--- config.mk ---
export PLATFORM = sky130hd
export DESIGN_NAME = x86_byte_decoder
export DESIGN_NICKNAME = d
export VERILOG_FILES = /design/src/rtl/decode_pkg.sv /design/src/rtl/x86_opcode_lut.sv /design/src/rtl/x86_byte_decoder.sv
export SDC_FILE = /design/constraint.sdc
export NUM_CORES = 1
export LEC_CHECK = 0
export ABC_AREA = 0
export CAP_MARGIN = 20
export CORE_UTILIZATION = 40
export DETAILED_ROUTE_END_ITERATION = 10
export PLACE_DENSITY = 0.73
export SYNTH_ARGS = -nofsm -noshare
export SYNTH_HDL_FRONTEND = slang
export SYNTH_SLANG_ARGS = --single-unit
--- constraint.sdc ---
create_clock -name clk -period 2.8 [get_ports clk]
set_input_delay 0.42 -clock clk [delete_from_list [all_inputs] [get_ports clk]]
set_output_delay 0.42 -clock clk [all_outputs]
set_load 0.01 [all_outputs]
--- src/rtl/decode_pkg.sv ---
// ---------------------------------------------------------------------------
// decode_pkg
// Shared definitions for the byte-serial x86 decoder:
//   - primary opcode constants of the supported ADD/OR/SHR/JMP subset
//   - decoder FSM state encoding
//   - ALU control (aluk) encodings driven to the AGEX stage
//   - immediate/displacement size codes (byte counts) and maximum length
// ---------------------------------------------------------------------------
package decode_pkg;

    // Primary opcodes
    localparam logic [7:0] OPC_ADD_MR      = 8'h01;
    localparam logic [7:0] OPC_ADD_RM      = 8'h03;
    localparam logic [7:0] OPC_ADD_EAX_I32 = 8'h05;
    localparam logic [7:0] OPC_OR_MR       = 8'h09;
    localparam logic [7:0] OPC_OR_RM       = 8'h0B;
    localparam logic [7:0] OPC_OR_EAX_I32  = 8'h0D;
    localparam logic [7:0] OPC_GRP1_I32    = 8'h81;
    localparam logic [7:0] OPC_GRP1_I8     = 8'h83;
    localparam logic [7:0] OPC_GRP2_I8     = 8'hC1;
    localparam logic [7:0] OPC_JMP_REL32   = 8'hE9;
    localparam logic [7:0] OPC_JMP_REL8    = 8'hEB;

    // Field sizes, expressed directly as the number of bytes to collect
    localparam logic [2:0] SZ_NONE = 3'd0;
    localparam logic [2:0] SZ_8    = 3'd1;
    localparam logic [2:0] SZ_32   = 3'd4;

    // Longest legal instruction: opcode + ModR/M + disp32 + imm32
    localparam logic [3:0] MAX_LEN = 4'd10;

    typedef enum logic [2:0] {
        S_OPC   = 3'd0,
        S_MODRM = 3'd1,
        S_DISP  = 3'd2,
        S_IMM   = 3'd3,
        S_OUT   = 3'd4
    } state_t;

    typedef enum logic [1:0] {
        ALU_ADD = 2'b00,
        ALU_OR  = 2'b01,
        ALU_SHR = 2'b11
    } aluk_t;

endpackage

--- src/rtl/x86_opcode_lut.sv ---
// ---------------------------------------------------------------------------
// x86_opcode_lut
// Combinational opcode table for the decoder.
//   opcode     in  8  primary opcode byte
//   reg_field  in  3  ModR/M.reg (opcode extension for group opcodes)
//   has_modrm  out 1  opcode is followed by a ModR/M byte
//   imm_sz     out 3  immediate bytes (0/1/4)
//   disp_sz    out 3  displacement bytes for opcodes without ModR/M (0/1/4)
//   aluk       out 2  ALU control
//   is_jmp     out 1  relative jump
//   opc_known  out 1  opcode belongs to the supported subset
//   reg_ok     out 1  opcode known and the /reg extension is allowed
// ---------------------------------------------------------------------------
module x86_opcode_lut
    import decode_pkg::*;
(
    input  logic [7:0] opcode,
    input  logic [2:0] reg_field,
    output logic       has_modrm,
    output logic [2:0] imm_sz,
    output logic [2:0] disp_sz,
    output aluk_t      aluk,
    output logic       is_jmp,
    output logic       opc_known,
    output logic       reg_ok
);

    always_comb begin
        has_modrm = 1'b0;
        imm_sz    = SZ_NONE;
        disp_sz   = SZ_NONE;
        aluk      = ALU_ADD;
        is_jmp    = 1'b0;
        opc_known = 1'b1;
        reg_ok    = 1'b1;
        unique case (opcode)
            OPC_ADD_MR, OPC_ADD_RM: begin
                has_modrm = 1'b1;
            end
            OPC_OR_MR, OPC_OR_RM: begin
                has_modrm = 1'b1;
                aluk      = ALU_OR;
            end
            OPC_ADD_EAX_I32: begin
                imm_sz = SZ_32;
            end
            OPC_OR_EAX_I32: begin
                imm_sz = SZ_32;
                aluk   = ALU_OR;
            end
            // Group 1: /0 is add, /1 is or; other extensions unsupported
            OPC_GRP1_I32, OPC_GRP1_I8: begin
                has_modrm = 1'b1;
                imm_sz    = (opcode == OPC_GRP1_I32) ? SZ_32 : SZ_8;
                aluk      = (reg_field == 3'd1) ? ALU_OR : ALU_ADD;
                reg_ok    = (reg_field == 3'd0) || (reg_field == 3'd1);
            end
            // Group 2: only /5 (shr) is supported
            OPC_GRP2_I8: begin
                has_modrm = 1'b1;
                imm_sz    = SZ_8;
                aluk      = ALU_SHR;
                reg_ok    = (reg_field == 3'd5);
            end
            OPC_JMP_REL8: begin
                disp_sz = SZ_8;
                is_jmp  = 1'b1;
            end
            OPC_JMP_REL32: begin
                disp_sz = SZ_32;
                is_jmp  = 1'b1;
            end
            default: begin
                opc_known = 1'b0;
                reg_ok    = 1'b0;
            end
        endcase
    end

endmodule

--- src/rtl/x86_byte_decoder.sv ---
// ---------------------------------------------------------------------------
// x86_byte_decoder
// Byte-serial x86 decoder for the ADD/OR/SHR/JMP subset executed by AGEX.
// One instruction byte is consumed per cycle; one bundle is produced per
// instruction and held until AGEX accepts it.
//
// Ports:
//   clk, rst            clock, synchronous active-high reset
//   in_byte/in_valid    fetch byte stream        in_ready  decoder can take it
//   out_valid           bundle valid             out_ready AGEX takes it
//   opcode, modrm       raw opcode / ModR/M (modrm 0 when absent)
//   disp, imm           32-bit fields; 8-bit forms sit in [31:24]
//   disp_is8, imm_is8   field is the 8-bit form
//   aluk                00 add, 01 or, 11 shift right
//   is_jmp              relative jump, offset carried in disp
//   len                 instruction length in bytes (1..10)
//   illegal             unsupported encoding (only with DECODE_ILLEGAL_EN)
//
// Build option DECODE_ILLEGAL_EN: when defined, an unsupported encoding is
// emitted as a bundle with illegal=1 right after the offending byte; when
// undefined, such an instruction is dropped and decoding restarts at the
// next byte, which is treated as an opcode.
//
// Handshakes: a transfer happens on a rising edge where valid and ready are
// both high. in_ready depends only on the FSM state (never on in_valid), and
// out_valid, once raised, stays high with a stable bundle until out_ready.
// ---------------------------------------------------------------------------
module x86_byte_decoder
    import decode_pkg::*;
(
    input  logic        clk,
    input  logic        rst,
    input  logic [7:0]  in_byte,
    input  logic        in_valid,
    output logic        in_ready,
    output logic        out_valid,
    input  logic        out_ready,
    output logic [7:0]  opcode,
    output logic [7:0]  modrm,
    output logic [31:0] disp,
    output logic [31:0] imm,
    output logic        disp_is8,
    output logic        imm_is8,
    output logic [1:0]  aluk,
    output logic        is_jmp,
    output logic [3:0]  len
`ifdef DECODE_ILLEGAL_EN
    ,
    output logic        illegal
`endif
);

    state_t      state_q, state_d;
    logic [7:0]  opcode_q, opcode_d;
    logic [7:0]  modrm_q, modrm_d;
    logic [31:0] disp_q, disp_d;
    logic [31:0] imm_q, imm_d;
    logic        disp_is8_q, disp_is8_d;
    logic        imm_is8_q, imm_is8_d;
    aluk_t       aluk_q, aluk_d;
    logic        is_jmp_q, is_jmp_d;
    logic [3:0]  len_q, len_d;
    logic [2:0]  cnt_q, cnt_d;            // bytes left in the current field
    logic [2:0]  pend_imm_q, pend_imm_d;  // immediate still owed after ModR/M/disp
`ifdef DECODE_ILLEGAL_EN
    logic        illegal_q, illegal_d;
`endif

    logic        accept;
    logic [7:0]  lut_opcode;
    logic        lut_has_modrm;
    logic [2:0]  lut_imm_sz;
    logic [2:0]  lut_disp_sz;
    aluk_t       lut_aluk;
    logic        lut_is_jmp;
    logic        lut_known;
    logic        lut_reg_ok;
    logic        sib;
    logic [2:0]  modrm_disp_sz;

    assign in_ready = (state_q != S_OUT);
    assign accept   = in_valid && in_ready;

    // In OPC the incoming byte is the opcode; afterwards the latched one is
    // looked up together with the incoming ModR/M.reg.
    assign lut_opcode = (state_q == S_OPC) ? in_byte : opcode_q;

    x86_opcode_lut u_lut (
        .opcode    (lut_opcode),
        .reg_field (in_byte[5:3]),
        .has_modrm (lut_has_modrm),
        .imm_sz    (lut_imm_sz),
        .disp_sz   (lut_disp_sz),
        .aluk      (lut_aluk),
        .is_jmp    (lut_is_jmp),
        .opc_known (lut_known),
        .reg_ok    (lut_reg_ok)
    );

    // ModR/M decode of the incoming byte: SIB forms are not supported.
    assign sib = (in_byte[7:6] != 2'b11) && (in_byte[2:0] == 3'b100);

    always_comb begin
        modrm_disp_sz = SZ_NONE;
        unique case (in_byte[7:6])
            2'b00:   modrm_disp_sz = (in_byte[2:0] == 3'b101) ? SZ_32 : SZ_NONE;
            2'b01:   modrm_disp_sz = SZ_8;
            2'b10:   modrm_disp_sz = SZ_32;
            default: modrm_disp_sz = SZ_NONE;
        endcase
    end

    always_comb begin
        state_d    = state_q;
        opcode_d   = opcode_q;
        modrm_d    = modrm_q;
        disp_d     = disp_q;
        imm_d      = imm_q;
        disp_is8_d = disp_is8_q;
        imm_is8_d  = imm_is8_q;
        aluk_d     = aluk_q;
        is_jmp_d   = is_jmp_q;
        len_d      = len_q;
        cnt_d      = cnt_q;
        pend_imm_d = pend_imm_q;
`ifdef DECODE_ILLEGAL_EN
        illegal_d  = illegal_q;
`endif
        unique case (state_q)
            S_OPC: begin
                if (accept) begin
                    opcode_d   = in_byte;
                    modrm_d    = 8'h00;
                    disp_d     = 32'h0;
                    imm_d      = 32'h0;
                    disp_is8_d = 1'b0;
                    imm_is8_d  = 1'b0;
                    aluk_d     = ALU_ADD;
                    is_jmp_d   = 1'b0;
                    len_d      = 4'd1;
                    cnt_d      = SZ_NONE;
                    pend_imm_d = SZ_NONE;
`ifdef DECODE_ILLEGAL_EN
                    illegal_d  = 1'b0;
`endif
                    if (!lut_known) begin
`ifdef DECODE_ILLEGAL_EN
                        state_d   = S_OUT;
                        illegal_d = 1'b1;
`else
                        state_d   = S_OPC;
`endif
                    end else if (lut_has_modrm) begin
                        // aluk of group opcodes depends on ModR/M.reg
                        state_d    = S_MODRM;
                        pend_imm_d = lut_imm_sz;
                    end else begin
                        aluk_d   = lut_aluk;
                        is_jmp_d = lut_is_jmp;
                        if (lut_imm_sz != SZ_NONE) begin
                            state_d   = S_IMM;
                            cnt_d     = lut_imm_sz;
                            imm_is8_d = (lut_imm_sz == SZ_8);
                        end else if (lut_disp_sz != SZ_NONE) begin
                            state_d    = S_DISP;
                            cnt_d      = lut_disp_sz;
                            disp_is8_d = (lut_disp_sz == SZ_8);
                        end else begin
                            state_d = S_OUT;
                        end
                    end
                end
            end
            S_MODRM: begin
                if (accept) begin
                    modrm_d = in_byte;
                    len_d   = len_q + 4'd1;
                    if (!lut_reg_ok || sib) begin
`ifdef DECODE_ILLEGAL_EN
                        state_d   = S_OUT;
                        illegal_d = 1'b1;
`else
                        state_d   = S_OPC;
`endif
                    end else begin
                        aluk_d = lut_aluk;
                        if (modrm_disp_sz != SZ_NONE) begin
                            state_d    = S_DISP;
                            cnt_d      = modrm_disp_sz;
                            disp_is8_d = (modrm_disp_sz == SZ_8);
                        end else if (pend_imm_q != SZ_NONE) begin
                            state_d   = S_IMM;
                            cnt_d     = pend_imm_q;
                            imm_is8_d = (pend_imm_q == SZ_8);
                        end else begin
                            state_d = S_OUT;
                        end
                    end
                end
            end
            S_DISP: begin
                if (accept) begin
                    // Shift in from the top: little-endian bytes land in
                    // order, and a lone disp8 ends up in [31:24].
                    disp_d = {in_byte, disp_q[31:8]};
                    len_d  = len_q + 4'd1;
                    cnt_d  = cnt_q - 3'd1;
                    if (cnt_q == 3'd1) begin
                        if (pend_imm_q != SZ_NONE) begin
                            state_d   = S_IMM;
                            cnt_d     = pend_imm_q;
                            imm_is8_d = (pend_imm_q == SZ_8);
                        end else begin
                            state_d = S_OUT;
                        end
                    end
                end
            end
            S_IMM: begin
                if (accept) begin
                    imm_d = {in_byte, imm_q[31:8]};
                    len_d = len_q + 4'd1;
                    cnt_d = cnt_q - 3'd1;
                    if (cnt_q == 3'd1) begin
                        state_d = S_OUT;
                    end
                end
            end
            S_OUT: begin
                if (out_ready) begin
                    state_d = S_OPC;
                end
            end
            default: begin
                state_d = S_OPC;
            end
        endcase
    end

    always_ff @(posedge clk) begin
        if (rst) begin
            state_q <= S_OPC;
        end else begin
            state_q <= state_d;
        end
    end

    always_ff @(posedge clk) begin
        if (rst) begin
            opcode_q   <= 8'h00;
            modrm_q    <= 8'h00;
            disp_q     <= 32'h0;
            imm_q      <= 32'h0;
            disp_is8_q <= 1'b0;
            imm_is8_q  <= 1'b0;
            aluk_q     <= ALU_ADD;
            is_jmp_q   <= 1'b0;
            len_q      <= 4'd0;
            cnt_q      <= SZ_NONE;
            pend_imm_q <= SZ_NONE;
`ifdef DECODE_ILLEGAL_EN
            illegal_q  <= 1'b0;
`endif
        end else begin
            opcode_q   <= opcode_d;
            modrm_q    <= modrm_d;
            disp_q     <= disp_d;
            imm_q      <= imm_d;
            disp_is8_q <= disp_is8_d;
            imm_is8_q  <= imm_is8_d;
            aluk_q     <= aluk_d;
            is_jmp_q   <= is_jmp_d;
            len_q      <= len_d;
            cnt_q      <= cnt_d;
            pend_imm_q <= pend_imm_d;
`ifdef DECODE_ILLEGAL_EN
            illegal_q  <= illegal_d;
`endif
        end
    end

    assign out_valid = (state_q == S_OUT);
    assign opcode    = opcode_q;
    assign modrm     = modrm_q;
    assign disp      = disp_q;
    assign imm       = imm_q;
    assign disp_is8  = disp_is8_q;
    assign imm_is8   = imm_is8_q;
    assign aluk      = aluk_q;
    assign is_jmp    = is_jmp_q;
    assign len       = len_q;
`ifdef DECODE_ILLEGAL_EN
    assign illegal   = illegal_q;
`endif

endmodule
==> results.sh, run 1 <==
export IMPL_firstDrtPassIters=5
export IMPL_antenna_left=0
export IMPL_drc=0
export IMPL_initial_core_util=0.412
export IMPL_synth_edff_count=0
export IMPL_critPathLaunchType="flip-flop"
export IMPL_overflow=0
export IMPL_ctsRootBufferMaster="clkbuf_8"
export IMPL_fp_dieH_um=105
export IMPL_seq_area_frac_synth=0.458
export IMPL_worst_pin_slew_ns=0.592
export IMPL_setup_tns_ns=0
export IMPL_coreArea_um2=10300
export IMPL_cpLargestDelayFamily="buffers and inverters"
export IMPL_nets=626
export IMPL_fin_crit_sh=0.928
export IMPL_cts_hold_buffers_added=0
export IMPL_die_area_um2=11000
export IMPL_ys_flop_type="dfxtp_1"
export IMPL_cts_resized=0
export IMPL_io_buffer_count=102
export IMPL_drv_slew=0
export IMPL_via_count=4316
export IMPL_drv_cap=0
export IMPL_finalHoldViolations=0
export IMPL_clock_skew_final_ns=0.0134
export IMPL_fin_cells=752
export IMPL_routabilityCongestion=0.915
export IMPL_hold_class="flip-flop to flip-flop"
export IMPL_async_reset_ff_frac=0
export IMPL_path_clk_slew_ns=0.10
export IMPL_cts_sinks=97
export IMPL_numCtsBuffers=9
export IMPL_syn_area_per_cell_um2=8.41
export IMPL_synth_nets=519
export IMPL_cp_num_buf_inv=3
export IMPL_slew_headroom=0.605
export IMPL_antenna_found_initial=0
export IMPL_ys_warn_count=0
export IMPL_viasPerCell=5.74
export IMPL_layout_commonest_cell="clkdlybuf4s50_1"
export IMPL_cts_tree="done"
export IMPL_ys_seq_elements=97
export IMPL_first_iter_violations=297
export IMPL_period_needed_ns=2.60
export IMPL_endpoint_kind="output pin"
export IMPL_rows=37
export IMPL_rsz0062_at_grt="false"
export IMPL_pwr_density_cell_nw_per_um2=438
export IMPL_grt_pass1_wl_um=20600
export IMPL_leakage_nw=2.05
export IMPL_crit_required_ns=2.38
export IMPL_post_synth_inst_count=504
export IMPL_dp_hpwl_um=8850
export IMPL_grt_usage=0.232
export IMPL_setup_viol=0
export IMPL_peakVddDrop_mv=0.315
export IMPL_max_stage_delay_ns=0.52
export IMPL_most_common_layout_cells="clkdlybuf4s50_1 (101), dfxtp_1 (97), nor2_1 (82)"
export IMPL_insertion_delay_ns=0.37
export IMPL_die_w_um=105
export IMPL_path_cells="buf_4, nor2_2, nand2_1, inv_1, clkdlybuf4s50_1"
export IMPL_hold_ws_ns=0.462
export IMPL_io_pins=103
export IMPL_area_growth_pct=35.6
export IMPL_cpMaxStageDelayCell="clkdlybuf4s50_1"
export IMPL_finalPower_mw=2.52
export IMPL_dp_cells=735
export IMPL_crit_type="flip-flop to output pin"
export IMPL_status="finished, final reports clean"
export IMPL_grt_pass1_vias=4057
export IMPL_grt_max_degree=95
export IMPL_max_freq_mhz=385
export IMPL_synthDistinctLibCells=57
export IMPL_syn_cell_area_um2=4240
export IMPL_critPathArrivalTime_ns=2.18
export IMPL_clock_path_buffers=2
export IMPL_cp_max_fo=13
export IMPL_drive_gt1_frac=0.102
export IMPL_wl_per_cell_um=16.7
export IMPL_wirelength_um=12600
export IMPL_post_cts_buffers=0
export IMPL_insertedDiodeCount=0
export IMPL_cts_htree_levels=3
## worst min-delay path, delay by kind of cell (launching register included)
family	cells	cell delay, ns
flops	1	0.32
simple gates	1	0.05
compound gates	1	0.05
## synthesized netlist by cell type, drive strengths merged (4+ instances only)
cell type / n / area share
and2: 4 / 0.0059
nor4: 6 / 0.010
a31oi: 5 / 0.0074
nand4: 6 / 0.0089
clkbuf: 35 / 0.031
a21oi: 32 / 0.038
nand3: 18 / 0.021
and3: 6 / 0.0089
a22oi: 59 / 0.10
nand2b: 6 / 0.0089
nor2b: 7 / 0.010
buf: 5 / 0.0068
inv: 8 / 0.0071
dfxtp: 97 / 0.46
o21ai: 15 / 0.018
nor2: 83 / 0.074
nor3: 5 / 0.0071
mux2i: 4 / 0.0094
nand2: 48 / 0.043
## stage by stage
| stage | worst slack, ns | utilization | area [µm²] |
|---|---|---|---|
| after floorplan | 0.489 | - | 4240 |
| after global placement | 0.0288 | 0.537 | 5520 |
| after detailed placement | -0.0104 | 0.537 | 5520 |
| after CTS | 0.103 | 0.557 | 5720 |
| after global routing | 0.0982 | 0.559 | 5750 |
| final | 0.201 | 0.559 | 5750 |
## sequential cells by signal, indices dropped and copies added (netlist names)
signal	cells
disp	32
imm	32
modrm	8
disp_is8	1
imm_is8	1
opcode	8
pend_imm_q	2
len	4
aluk	2
cnt_q	3
state_q	3
is_jmp	1
## cell families (layout without fill, tap and decap cells)
| group | Yosys count | in the layout | share of synthesized area |
|---|---|---|---|
| buffers and inverters | 48 | 160 | 0.0449 |
| and+or+nand+nor | 211 | 211 | 0.243 |
| xor gates and xnor gates | 2 | 2 | 0.00413 |
| AOI/OAI and AO/OA | 137 | 137 | 0.226 |
| adders and majority gates | 3 | 3 | 0.00886 |
| muxes | 6 | 6 | 0.0148 |
| DFF | 97 | 97 | 0.458 |
## report_power, final
group | internal, mW | switching, mW
clock | 0.364 | 0.519
sequential | 1.39 | 0.0181
combinational | 0.0877 | 0.139
## per-layer routing
metal | GRT usage | part of all wire
met5 | 0 | 0
met4 | 0.0805 | 0.025
met3 | 0.0418 | 0.065
met2 | 0.378 | 0.46
met1 | 0.309 | 0.45
## final cells by class
type / count / area (µm²)
repair buffers: 136 / 1300
flip-flops and latches: 97 / 1940
multi-input cells: 359 / 2110
well taps: 136 / 170
fillers: 971 / 4530
clock inverters: 6 / 58.8
inverters: 8 / 30.0
clock buffers: 10 / 138
## worst paths after layout
path,startpoint,to,cells after the start,slack (ns)
worst min-delay path,modrm[5]$_SDFFE_PP0P_,modrm[5]$_SDFFE_PP0P_,2,0.46
worst max register to register,state_q[0]$_SDFFE_PP0P_,cnt_q[0]$_SDFFE_PP0P_,7,0.30
worst min register to register,modrm[5]$_SDFFE_PP0P_,modrm[5]$_SDFFE_PP0P_,2,0.46
worst max-delay path,state_q[0]$_SDFFE_PP0P_,out_valid,5,0.20
Note: power is estimated with default switching activity, not from simulation.
==> run 2, diff against run 1 <==
- ABC_AREA: 0 -> 1
- PLACE_DENSITY: 0.73 -> 0.72
- SYNTH_HIERARCHICAL: not set -> 1
==> results.sh, run 2 <==
export IMPL_status="finished, final reports clean"
export IMPL_post_cts_buffers=0
export IMPL_worst_pin_slew_ns=0.895
export IMPL_rows=39
export IMPL_initial_core_util=0.410
export IMPL_endpoint_kind="output pin"
export IMPL_finalHoldViolations=0
export IMPL_place_area_um2=5820
export IMPL_grt_max_degree=65
export IMPL_ctsRootBufferMaster="clkbuf_16"
export IMPL_insertion_delay_ns=0.36
export IMPL_clock_skew_final_ns=0.00839
export IMPL_path_clk_slew_ns=0.07
export IMPL_overflow=0
export IMPL_antenna_found_initial=0
export IMPL_cp_max_fo=23
export IMPL_die_area_um2=12100
export IMPL_cts_htree_levels=3
export IMPL_viasPerCell=5.31
export IMPL_synthTopCellsByArea="dfxtp_1 (42%), nand2_1 (12%), a21oi_1 (9.8%)"
export IMPL_synth_top_area_cell="dfxtp_1"
export IMPL_finish_utilization=0.537
export IMPL_coreArea_um2=11400
export IMPL_synthDistinctLibCells=32
export IMPL_setup_tns_ns=0
export IMPL_async_reset_ff_frac=0
export IMPL_io_pins=103
export IMPL_wl_per_cell_um=14.9
export IMPL_io_buffer_count=102
export IMPL_cpMaxStageDelayCell="clkdlybuf4s50_1"
export IMPL_setup_viol=0
export IMPL_crit_type="flip-flop to output pin"
export IMPL_slew_headroom=0.403
export IMPL_ys_seq_elements=98
export IMPL_leakage_nw=2.37
export IMPL_period_needed_ns=2.50
export IMPL_dp_hpwl_um=9610
export IMPL_grt_pass1_vias=4464
export IMPL_peakVddDrop_mv=0.284
export IMPL_ys_flop_type="dfxtp_1"
export IMPL_hold_class="input pin to flip-flop"
export IMPL_crit_required_ns=2.38
export IMPL_ys_warn_count=6
export IMPL_syn_area_per_cell_um2=6.81
export IMPL_first_iter_violations=269
export IMPL_clock_path_buffers=2
export IMPL_die_w_um=110
export IMPL_numCtsBuffers=9
export IMPL_fin_crit_sh=0.891
export IMPL_critPathLaunchType="flip-flop"
export IMPL_cts_resized=0
export IMPL_stdcell_area_um2=6110
export IMPL_routabilityCongestion=1.05
export IMPL_wirelength_um=13800
export IMPL_drv_cap=0
export IMPL_drive_gt1_frac=0.0701
export IMPL_finalPower_mw=3.01
export IMPL_insertedDiodeCount=0
export IMPL_drv_slew=0
export IMPL_fp_dieH_um=110
export IMPL_hold_ws_ns=0.453
export IMPL_synth_edff_count=0
export IMPL_grt_pass1_wl_um=21800
export IMPL_synth_top_area_share=0.421
export IMPL_cts_hold_buffers_added=0
export IMPL_via_count=4931
export IMPL_cpLargestDelayFamily="buffers and inverters"
export IMPL_post_synth_inst_count=685
export IMPL_layout_commonest_cell="nand2_1"
export IMPL_pwr_density_cell_nw_per_um2=493
export IMPL_most_common_layout_cells="nand2_1 (155), clkdlybuf4s50_1 (100), dfxtp_1 (97)"
export IMPL_grt_usage=0.234
export IMPL_synth_common_cells="nand2_1 (155), dfxtp_1 (98), a21oi_1 (91)"
export IMPL_synth_most_common_cell="nand2_1"
export IMPL_rsz0062_at_grt="false"
export IMPL_critPathArrivalTime_ns=2.08
export IMPL_max_stage_delay_ns=0.59
export IMPL_seq_area_frac_synth=0.421
export IMPL_cp_num_buf_inv=3
export IMPL_syn_cell_area_um2=4660
export IMPL_firstDrtPassIters=5
export IMPL_antenna_left=0
export IMPL_drc=0
export IMPL_cts_tree="done"
export IMPL_area_growth_pct=31.0
export IMPL_nets=795
export IMPL_path_cells="buf_4, inv_1, nand2_1, nor2_1, clkdlybuf4s50_1"
export IMPL_max_freq_mhz=401
export IMPL_cts_sinks=98
==> run 2: cell types whose count changed after synthesis, sizes merged, moves of 7 or more <==
cell,previous run,this run
o21ai,15,55
clkbuf,35,19
buf,5,18
nand2,48,161
a22oi,59,0
nor2b,7,0
inv,8,64
a21oi,32,91
nand3,18,82
nor2,83,72
==> run 2: final timing paths <==
path / slack, ns / cells after the start / to / start
min: 0.45 / 3 / disp[9]$_SDFFE_PP0P_ / in_valid
max: 0.30 / 5 / out_valid / state_q[1]$_SDFFE_PP0P_
max reg2reg: 0.30 / 19 / state_q[2]$_SDFFE_PP0P_ / state_q[2]$_SDFFE_PP0P_
min reg2reg: 0.46 / 1 / len[3]$_SDFFE_PP0P_ / len[3]$_SDFFE_PP0P_
==> run 2: kinds of logic after synthesis <==
family	Yosys count	share of synthesized area
other	1	0.000804
AO/OA/AOI/OAI	158	0.175
XOR/XNOR	1	0.00188
AND/OR/NAND/NOR	322	0.301
buffers and inverters	102	0.0931
flip-flops	98	0.421
adder cells (fa/ha/maj)	3	0.00805
==> run 2: power by group <==
group	switching, mW	total [mW]	internal, mW
clock	0.582	1.20	0.616
sequential	0.0234	1.45	1.43
combinational	0.232	0.363	0.132
total	0.838	3.01	2.17
==> run 2: layout make-up <==
| cell class | count | area (µm²) |
|---|---|---|
| clock buffers | 9 | 225 |
| clock inverters | 7 | 62.6 |
| fillers | 1121 | 5260 |
| inverters | 65 | 246 |
| multi-input cells | 486 | 2280 |
| flip-flops and latches | 98 | 1960 |
| well taps | 143 | 179 |
| repair buffers | 120 | 1160 |
==> run 2: per-layer routing <==
metal,part of all wire,up-vias,global-route usage
met1,0.44,2276,0.301
met5,0,-,0
met2,0.46,187,0.371
li1,-,2439,-
met4,0.024,0,0.103
met3,0.080,29,0.0588
==> run 2: worst register-to-register path, cell delays in order, from the launching register on <==
cell,delay (ns)
dfxtp_2,0.41
inv_2,0.10
nand2_4,0.07
nor2_2,0.05
buf_12,0.14
o21ai_0,0.25
inv_1,0.14
nand2_1,0.13
nor2_1,0.05
nand2_1,0.08
nand2_1,0.13
nor2_1,0.16
nand2_1,0.14
inv_1,0.12
nand2_1,0.07
nor2_1,0.09
nor2_1,0.05
nand2_1,0.07
nand2_1,0.06
a21oi_1,0.12
==> run 2: metrics by stage <==
step | std cells | worst slack, ns
floorplan | 686 | 0.323
global placement | 912 | 0.281
detailed placement | 912 | 0.118
CTS | 928 | 0.112
global route | 928 | 0.0178
finish | 928 | 0.304
